==> src/rtl/pattern_scan_pkg.sv <==
// Shared types and helpers for the pattern scan controller and its matcher.
package pattern_scan_pkg;

  localparam int PAT_MAX_DEF = 4;

  typedef enum logic [1:0] {
    IDLE  = 2'd0,
    WAIT  = 2'd1,
    SHIFT = 2'd2,
    DONE  = 2'd3
  } state_t;

  // A usable pattern has between 1 and pat_max bits.
  function automatic logic len_legal(input logic [2:0] len, input int pat_max);
    return (len != 3'd0) && (int'(len) <= pat_max);
  endfunction

endpackage

==> src/rtl/pattern_scan_ctrl_if.sv <==
// Word input handshake between the front end (master) and the scan controller (slave).
interface pattern_scan_ctrl_if #(
  parameter int WORD_W = 8
) ();
  logic              in_valid;
  logic [WORD_W-1:0] in_data;
  logic              in_ready;

  modport master (output in_valid, output in_data, input in_ready);
  modport slave  (input in_valid, input in_data, output in_ready);
endinterface

==> src/rtl/pattern_scan_ctrl_matcher.sv <==
// Overlapping Mealy matcher: keeps the recent bit history and flags a hit on the current bit.
module pattern_matcher
  import pattern_scan_pkg::*;
#(
  parameter int PAT_MAX = PAT_MAX_DEF
) (
  input  logic               clk,
  input  logic               rst,
  input  logic               bit_in,
  input  logic               bit_valid,
  input  logic               clr,
  input  logic [PAT_MAX-1:0] pattern,
  input  logic [2:0]         len,
  output logic               match
);

  localparam int SEEN_W = $clog2(PAT_MAX + 1);

  logic [PAT_MAX-2:0] hist_reg;
  logic [SEEN_W-1:0]  seen_reg;
  logic [PAT_MAX-1:0] window;
  logic [PAT_MAX-1:0] mask;
  logic               hit;

  assign window = {hist_reg, bit_in};

  for (genvar gi = 0; gi < PAT_MAX; gi++) begin : g_mask
    assign mask[gi] = (gi < int'(len));
  end

  assign hit   = (((window ^ pattern) & mask) == '0);
  assign match = bit_valid && hit && (int'(seen_reg) >= int'(len) - 1);

  always_ff @(posedge clk or negedge rst) begin
    if (!rst) begin
      hist_reg <= '0;
      seen_reg <= '0;
    end else if (clr) begin
      hist_reg <= '0;
      seen_reg <= '0;
    end else if (bit_valid) begin
      hist_reg <= window[PAT_MAX-2:0];
      if (seen_reg != SEEN_W'(PAT_MAX)) seen_reg <= seen_reg + SEEN_W'(1);
    end
  end

endmodule

==> src/rtl/pattern_scan_ctrl.sv <==
// Scan sequencer: accepts words, serializes them MSB-first into the matcher, counts hits.
module pattern_scan_ctrl
  import pattern_scan_pkg::*;
#(
  parameter int WORD_W  = 8,
  parameter int PAT_MAX = PAT_MAX_DEF,
  parameter int CNT_W   = 8
) (
  input  logic               clk,
  input  logic               rst,
  input  logic               start,
  input  logic               abort,
  input  logic [PAT_MAX-1:0] cfg_pattern,
  input  logic [2:0]         cfg_len,
  input  logic [CNT_W-1:0]   cfg_thresh,
  pattern_scan_ctrl_if.slave in_bus,
  output logic               bit_out,
  output logic               bit_valid,
  output logic               match,
  output logic [CNT_W-1:0]   match_cnt,
  output logic               busy,
  output logic               done,
  output logic               cfg_err
);

  localparam int KW = $clog2(WORD_W);

  state_t             state_reg, state_next;
  logic [WORD_W-1:0]  shift_reg;
  logic [KW-1:0]      k_reg;
  logic [PAT_MAX-1:0] pat_reg;
  logic [2:0]         len_reg;
  logic [CNT_W-1:0]   thresh_reg;
  logic               ready_reg;
  logic [CNT_W:0]     cnt_plus;
  logic               legal;
  logic               accept;
  logic               hit_thresh;

  assign legal      = len_legal(cfg_len, PAT_MAX);
  assign accept     = (state_reg == IDLE) && start && !abort && legal;
  assign cnt_plus   = {1'b0, match_cnt} + (CNT_W + 1)'(1);
  assign hit_thresh = match && (thresh_reg != '0) && (cnt_plus == {1'b0, thresh_reg});
  assign bit_out    = bit_valid & shift_reg[WORD_W-1];
  assign in_bus.in_ready = ready_reg;

  always_comb begin
    state_next = state_reg;
    if (abort) begin
      state_next = IDLE;
    end else begin
      case (state_reg)
        IDLE:  if (start && legal) state_next = WAIT;
        WAIT:  if (in_bus.in_valid) state_next = SHIFT;
        SHIFT: begin
          if (hit_thresh) state_next = DONE;
          else if (k_reg == KW'(WORD_W - 1)) state_next = WAIT;
        end
        DONE:  state_next = IDLE;
        default: state_next = IDLE;
      endcase
    end
  end

  // Output flags are registered from the next state so they line up with it.
  always_ff @(posedge clk or negedge rst) begin
    if (!rst) begin
      state_reg  <= IDLE;
      busy       <= 1'b0;
      ready_reg  <= 1'b0;
      bit_valid  <= 1'b0;
      done       <= 1'b0;
      cfg_err    <= 1'b0;
      shift_reg  <= '0;
      k_reg      <= '0;
      pat_reg    <= '0;
      len_reg    <= '0;
      thresh_reg <= '0;
      match_cnt  <= '0;
    end else begin
      state_reg <= state_next;
      busy      <= (state_next != IDLE);
      ready_reg <= (state_next == WAIT);
      bit_valid <= (state_next == SHIFT);
      done      <= (state_next == DONE);
      cfg_err   <= (state_reg == IDLE) && start && !abort && !legal;
      if (accept) begin
        pat_reg    <= cfg_pattern;
        len_reg    <= cfg_len;
        thresh_reg <= cfg_thresh;
        match_cnt  <= '0;
      end
      if (!abort) begin
        case (state_reg)
          WAIT: if (in_bus.in_valid) begin
            shift_reg <= in_bus.in_data;
            k_reg     <= '0;
          end
          SHIFT: begin
            shift_reg <= {shift_reg[WORD_W-2:0], 1'b0};
            k_reg     <= k_reg + KW'(1);
            if (match && (match_cnt != '1)) match_cnt <= cnt_plus[CNT_W-1:0];
          end
          default: ;
        endcase
      end
    end
  end

  pattern_matcher #(.PAT_MAX(PAT_MAX)) u_matcher (
    .clk       (clk),
    .rst       (rst),
    .bit_in    (bit_out),
    .bit_valid (bit_valid),
    .clr       (accept),
    .pattern   (pat_reg),
    .len       (len_reg),
    .match     (match)
  );

endmodule

==> src/flat_wrapper.sv <==
// flat-port wrapper written by rule: the top's interface ports become plain ports
module pattern_scan_ctrl_flat import pattern_scan_pkg::*;
#(
  parameter int WORD_W  = 8,
  parameter int PAT_MAX = PAT_MAX_DEF,
  parameter int CNT_W   = 8
)
  (clk, rst, start, abort, cfg_pattern, cfg_len, cfg_thresh, bit_out, bit_valid, match, match_cnt, busy, done, cfg_err, in_bus_in_valid, in_bus_in_data, in_bus_in_ready);
  pattern_scan_ctrl_if #(.WORD_W(WORD_W)) in_bus_i ();
  input  logic clk;
  input  logic rst;
  input  logic start;
  input  logic abort;
  input  logic [PAT_MAX-1:0] cfg_pattern;
  input  logic [2:0] cfg_len;
  input  logic [CNT_W-1:0] cfg_thresh;
  output logic bit_out;
  output logic bit_valid;
  output logic match;
  output logic [CNT_W-1:0] match_cnt;
  output logic busy;
  output logic done;
  output logic cfg_err;
  input wire logic [$bits(in_bus_i.in_valid)-1:0] in_bus_in_valid;
  input wire logic [$bits(in_bus_i.in_data)-1:0] in_bus_in_data;
  output wire logic [$bits(in_bus_i.in_ready)-1:0] in_bus_in_ready;
  assign in_bus_i.in_valid = in_bus_in_valid;
  assign in_bus_i.in_data = in_bus_in_data;
  assign in_bus_in_ready = in_bus_i.in_ready;
  pattern_scan_ctrl #(.WORD_W(WORD_W), .PAT_MAX(PAT_MAX), .CNT_W(CNT_W)) u_core (.clk(clk), .rst(rst), .start(start), .abort(abort), .cfg_pattern(cfg_pattern), .cfg_len(cfg_len), .cfg_thresh(cfg_thresh), .in_bus(in_bus_i), .bit_out(bit_out), .bit_valid(bit_valid), .match(match), .match_cnt(match_cnt), .busy(busy), .done(done), .cfg_err(cfg_err));
endmodule
==> config.mk <==
export PLATFORM = sky130hd
export DESIGN_NAME = pattern_scan_ctrl_flat
export DESIGN_NICKNAME = d
export VERILOG_FILES = /design/src/rtl/pattern_scan_pkg.sv /design/src/rtl/pattern_scan_ctrl_if.sv /design/src/rtl/pattern_scan_ctrl_matcher.sv /design/src/rtl/pattern_scan_ctrl.sv /design/src/flat_wrapper.sv
export SDC_FILE = /design/constraint.sdc
export NUM_CORES = 1
export LEC_CHECK = 0
export ABC_AREA = 1
export BUFFER_PORTS_ARGS = -buffer_cell sky130_fd_sc_hd__buf_2
export CORE_ASPECT_RATIO = 1.5
export CORE_MARGIN = 2
export CORE_UTILIZATION = 39
export DETAILED_ROUTE_END_ITERATION = 8
export SLEW_MARGIN = 20
export SYNTH_ARGS = -nofsm -noshare
export SYNTH_HDL_FRONTEND = slang
export SYNTH_SLANG_ARGS = --single-unit
==> constraint.sdc <==
create_clock -name clk -period 2.24 [get_ports clk]
set_input_delay 0.224 -clock clk [delete_from_list [all_inputs] [get_ports clk]]
set_output_delay 0.224 -clock clk [all_outputs]
set_load 0.05 [all_outputs]
* Word-level counts from Yosys, hierarchy flattened
Index checks and enable logic that the tools add are counted.
** Cells by class
- Reductions and logical operators :: 23
- Multiplexer cells :: 19
- Bitwise gates (word level) :: 4
- Order comparisons :: 6
- Add/sub/neg operators :: 4
- Equality and inequality tests :: 11
** Operators with widths (number)
- $mux W8 :: 5
- $mux W3 :: 6
- $pmux W8 S2 :: 1
- $logic_and A1 B1 Y1 :: 11
- $mux W2 :: 5
- $add A8 B1 Y9 const B :: 1
- $eq A9 B8 Y1 :: 1
- $eq A2 B2 Y1 const B :: 4
- $ne A8 B8 Y1 const B :: 1
- $pmux W2 S4 :: 1
- $reduce_bool A2 Y1 :: 4
- $reduce_bool A8 Y1 :: 1
- $add A3 B1 Y3 const B :: 2
- $lt A1 B3 Y1 const A :: 2
- $lt A2 B3 Y1 const A :: 2
- $pmux W3 S2 :: 1
- $and A4 B4 Y4 :: 1
- $eq A2 B1 Y1 const B :: 2
- $ge A4 B4 Y1 :: 1
- $logic_not A4 Y1 :: 1
- $sub A3 B1 Y4 const B :: 1
- $xor A4 B4 Y4 :: 1
- $eq A3 B3 Y1 const B :: 1
- $le A3 B3 Y1 const B :: 1
- other kinds (9) :: 10
** Storage, ports and cells
- Register bits :: 47
- Input bits :: 28
- Output and inout bits :: 15

* Logic depth before layout (Yosys ltp)
- Word-level depth :: 12
- Mapped depth :: 18
- Mapped depth without buffers :: 18

* By module
Synthesis repeated with hierarchy kept, for this count alone.
** Second synthesis, totals
- Cells, all modules :: 366
- Area total of the unflattened synthesis :: 2715.1 um^2
** By module, submodules not included
- pattern_scan_ctrl :: instances 1, sequential area each 1026.0 um^2, area an instance 2208.4 um^2, cells each 293
- pattern_matcher :: instances 1, sequential area each 150.1 um^2, area an instance 506.7 um^2, cells each 73

* Worst setup path before layout
Ideal clock, no wire load.
- Path type :: register to register
- From :: reg u_core.len_reg[0]
- To :: reg u_core.match_cnt[3]
- Required time :: 2.116 ns
- Library setup time :: 0.124 ns
- Stages on the path, launching flop included :: 17
- Slack :: 0.095 ns
- Period minus slack after synthesis :: 2.145 ns
- Data arrival time :: 2.021 ns
- Path buffers :: 1
- Path through :: dfrtp_1 > inv_1 > ha_1 > ha_1 > ha_1 > nand2_1 > nand2_1 > nand2_1 > nand2_1 > nand2_1 > nor2_1 > inv_1 > nor2_1 > nand2_1 > buf_2 > nand3_1 > o21ai_1
** On the way
- Cells in the longest elaborated chain, start to end :: 9
- Elaborated cells on any way between the ends :: 14
- Those cells by class :: add/sub (1); order compare (5); mux (3); bitwise (1); reduce/logical (4)
** RTL lines
- from (decl) :: line pattern_scan_ctrl.sv:32 : logic [2:0] len_reg;
- from (signal assigned) :: line pattern_scan_ctrl.sv:89 : len_reg <= cfg_len;
- parallel branches: the longest is 4 deep, another holds $sub A3 B1 Y4
- $logic_and A1 B1 Y1 (*) :: line pattern_scan_ctrl_matcher.sv:32 : assign match = bit_valid && hit && (int'(seen_reg) >= int'(len) - 1);
- $logic_and A1 B1 Y1 (*) :: line pattern_scan_ctrl.sv:102 : if (match && (match_cnt != '1)) match_cnt <= cnt_plus[CNT_W-1:0];
- $mux W8 (*) :: line pattern_scan_ctrl.sv:102
- $mux W8 (*) :: line pattern_scan_ctrl.sv:94 : case (state_reg)
- $mux W8 (*) :: line pattern_scan_ctrl.sv:93 : if (!abort) begin
- to (signal assigned) :: line pattern_scan_ctrl.sv:102
- to (decl) :: line pattern_scan_ctrl.sv:20 : output logic [CNT_W-1:0] match_cnt,
Mark *: on every way between the ends.
A chain may end at the register's enable or synchronous reset.

* Worst setup path after layout
- From :: reg u_core.len_reg[0]
- To :: out match
** On the way
- Cells in the longest elaborated chain, start to end :: 5
- Elaborated cells on any way between the ends :: 10
- Those cells by class :: add/sub (1); order compare (5); bitwise (1); reduce/logical (3)
** RTL lines
- parallel branches: the longest is 4 deep, another holds $sub A3 B1 Y4
- $logic_and A1 B1 Y1 (*) :: line pattern_scan_ctrl_matcher.sv:32
- to (decl) :: line flat_wrapper.sv:19 : output logic match;
Marks and branches as above.

==> metrics.md <==
| Metric | Value |
|---|---|
| Outcome | complete, no violations |
| Full die area | 7350 um^2 |
| Total GRT Usage | 17.1% |
| Area growth, synth to finish | 21.8% |
| R2R depth | 16 |
| Compound-gate portion of the synthesized area | 10.9% |
| Yosys top cell by area | dfrtp_1 |
| Worst Hold Class | primary input to asynchronous set/reset pin |
| Logic pwr share | 49.3% |
| Number of synthesized flops with an enable pin | 0 |
| Die width | 70.7 um |
| TritonCTS Buffers | 5 |
| Wire length per cell | 12.6 um |
| Worst setup path startpoint | u_core.len_reg[0] |
| Final nets | 433 |
| First-pass GRT wire length | 10100 um |
| Initial Util | 40.1% |
| Synth warn | 0 |
| Largest family of logic cells by synthesized area | simple AND/OR/NAND/NOR gates |
| Drc violations | 0 |
| CTS tree | yes |
| CTS Hold Bufs | 0 |
| Fin area | 3170 um^2 |
| Post-synth ARST share | 100% |
| Cell Rows | 36 |
| Max-slew headroom | 58.9% |
| Main synth FF type | dfrtp_1 |
| Final critical-path required period | 2130 ps |
| Die height | 104 um |
| CP arrival | 1910 ps |
| Fin. Hold Viols | 0 |
| DR vias | 2285 |
| Largest net degree at the start of global routing | 48 |
| Clock Latency Late Sink | 300 ps |
| GRT overflow | 0 |
| Share of cells above drive strength 1 | 23.0% |
| Post-synthesis mux area share | 0.433% |
| I/O pin cnt | 43 |
| Vias per Instance | 4.88 |
| Register bit total from synthesis | 47 |
| Crit path max fanout | 2 |
| Synth cell count leaders | nand2_1 (102), dfrtp_1 (47), inv_1 (46) |
| Final GP Congestion | 0.827 |
| Number of instances in the synthesized netlist | 337 |
| CTS Root Cell | clkbuf_8 |
| Crit path capture | match |
| Register area share after synthesis | 45.3% |
| Worst r2r src | u_core.len_reg[0] |
| Final Cycle Share | 95.3% |
| Non-filler cells in the finished layout | 468 |
| CTS Sinks | 47 |
| Post-synthesis adder-cell area fraction | 6.74% |
| Register clock-pin slew on the reported worst setup and hold paths | 90 ps |
| Critical Path Source Type | flop |
| Psw | 1.59 mW |
| ANT cells | 0 |
| Maximum clock frequency | 469 MHz |
| Worst VDD drop | 0.651 mV |
| Syn Nets | 379 |
| Flop pwr share | 37.2% |
| Post-Place Cells | 458 |
| Layout Utilization | 48.8% |
| FILL cells | 662 |
| Core box area | 6490 um^2 |
| Synth cell types | 32 |
| Final wirelength | 5920 um |
| Worst EP required | 2020 ps |
| Routed Antenna Nets | 0 |
| Reg2reg setup slack | 120 ps |
| Tot Pwr | 3.70 mW |
| Initial antenna violation count | 0 |
| Number of port buffers | 42 |
| Leak Pwr | 1.65 nW |
| Worst Skew | 6.08 ps |
| Vias in the first global route | 2285 |
| Max clock buf depth | 2 |
| Most frequent cell after synthesis | nand2_1 |
| Clock power share | 13.5% |
| Final setup viols | 0 |
| First DRT Iteration DRCs | 111 |
| RR Endpoint | u_core.match_cnt[5] |
| Switch share | 43.1% |
| Int Pwr | 2.11 mW |
| Placed cell area | 2970 um^2 |
| Max Cap Viol | 0 |
| CTS H-tree lvls | 2 |
| XOR/XNOR Fraction of Synth Area | 2.89% |
| Detailed placer's ending HPWL | 4370 um |
| Synth top area cells | dfrtp_1 (45%), nand2_1 (15%), ha_1 (6.7%) |
| RSZ-0062 raised after global routing | yes |
| Critical path type | flop to output pin |
| Post-Synth Simple-Gate Area | 25.8% |
| Slew @ Worst Pin | 617 ps |
| Post-Syn Area | 2600 um^2 |
| PD cells | 1170 nW/um^2 |
| Crit. End Element | output pin |
| DRT Pass-1 Iters | 4 |
| Synth top area share | 45.3% |
| Syn_area_per_cell | 7.71 um^2 |
| Pins Over Slew Limit | 0 |
-- final cells by class --
cell class                      instances  area [um^2]  area share (%)
Clock inverter                          1         5.00           0.158
Clock buffer                            7         76.3            2.41
Inverter                               48          180            5.69
Tap cell                               76         95.1            3.00
Multi-Input combinational cell        235         1310            41.3
Timing Repair Buffer                   54          327            10.3
Sequential cell                        47         1180            37.2
-- metrics by stage --
| step | worst slack (ps) | hold WS [ps] | TNS, ps |
|---|---|---|---|
| 2_1_floorplan | 94.6 | -71.6 | 0 |
| 3_3_place_gp | 86.0 | 362 | 0 |
| 3_5_place_dp | -13.1 | 365 | -59.7 |
| 4_1_cts | 3.35 | 40.5 | 0 |
| 5_1_grt | -42.4 | 70.1 | -234 |
| 6_report | 106 | 16.1 | 0 |
-- critical path, stage by stage (launching register included) --
cell	delay [ps]
dfrtp_1	400
inv_2	100
ha_4	140
ha_4	190
ha_4	250
nand2_1	40
nand2_1	50
nand2_1	40
nand2_1	70
nand2_2	50
inv_1	90
buf_6	160
-- cells in the final DEF, fill, tap and decap left out, types with 2 or more instances in the layout --
cell type	count
a21boi_0	2
a21oi_1	8
a21oi_2	2
a31oi_1	7
buf_2	41
buf_4	8
buf_6	3
clkbuf_1	2
clkbuf_8	5
dfrtp_1	47
ha_1	10
ha_4	4
inv_1	43
inv_2	4
nand2_1	100
nand2_2	5
nand3_1	19
nand3_2	5
nor2_1	25
nor2_2	4
o21ai_0	20
o21ai_1	4
o21ai_2	2
or2_2	2
xnor2_1	2
xor2_1	4
-- power groups by stage --
stage / sequential [mW] / clock (mW) / combinational, mW
final: 1.38 / 0.501 / 1.83
after global routing: 1.42 / 0.546 / 2.12
after CTS: 1.37 / 0.517 / 1.73
after detailed placement: 1.39 / 0 / 1.69
after global placement: 1.38 / 0 / 1.65
after floorplan: 1.45 / 0 / 1.15
-- metal layers --
layer | share of wire (%) | track usage (%)
met3 | 3.8 | 2.71
met1 | 42 | 20.5
met2 | 53 | 30.8
met5 | 0 | 0
met4 | 1.1 | 5.26
-- timing repair --
item / 4_1_cts / 5_1_grt
pin swaps: 1 / 8
gates resized for setup: 5 / 18
endpoints found under the setup margin: 7 / 15
hold endpoints to repair: 0 / 0
gates cloned: 0 / 1
buffers inserted: 1 / 0
-- cells by family (layout without fill, tap and decap cells) --
logic type / after synthesis / after routing
flip-flops: 47 / 47
XOR/XNOR: 7 / 7
multiplexers: 1 / 1
adder cells (fa/ha/maj): 14 / 14
buffers and inverters: 55 / 110
AND/OR/NAND/NOR: 164 / 164
AO/OA/AOI/OAI: 49 / 49
-- worst min path at each step --
stage	start	end	slack, ps	cells past startpoint
final	rst	u_core.cfg_err	20	2
after global routing	rst	u_core.thresh_reg[4]	70	2
after CTS	rst	u_core.cfg_err	40	2
after detailed placement	rst	u_core.cfg_err	360	2
after floorplan	rst	u_core.bit_valid	-70	0
after global placement	rst	u_core.pat_reg[1]	360	2
No activity file was read; power rests on OpenSTA's default activity.
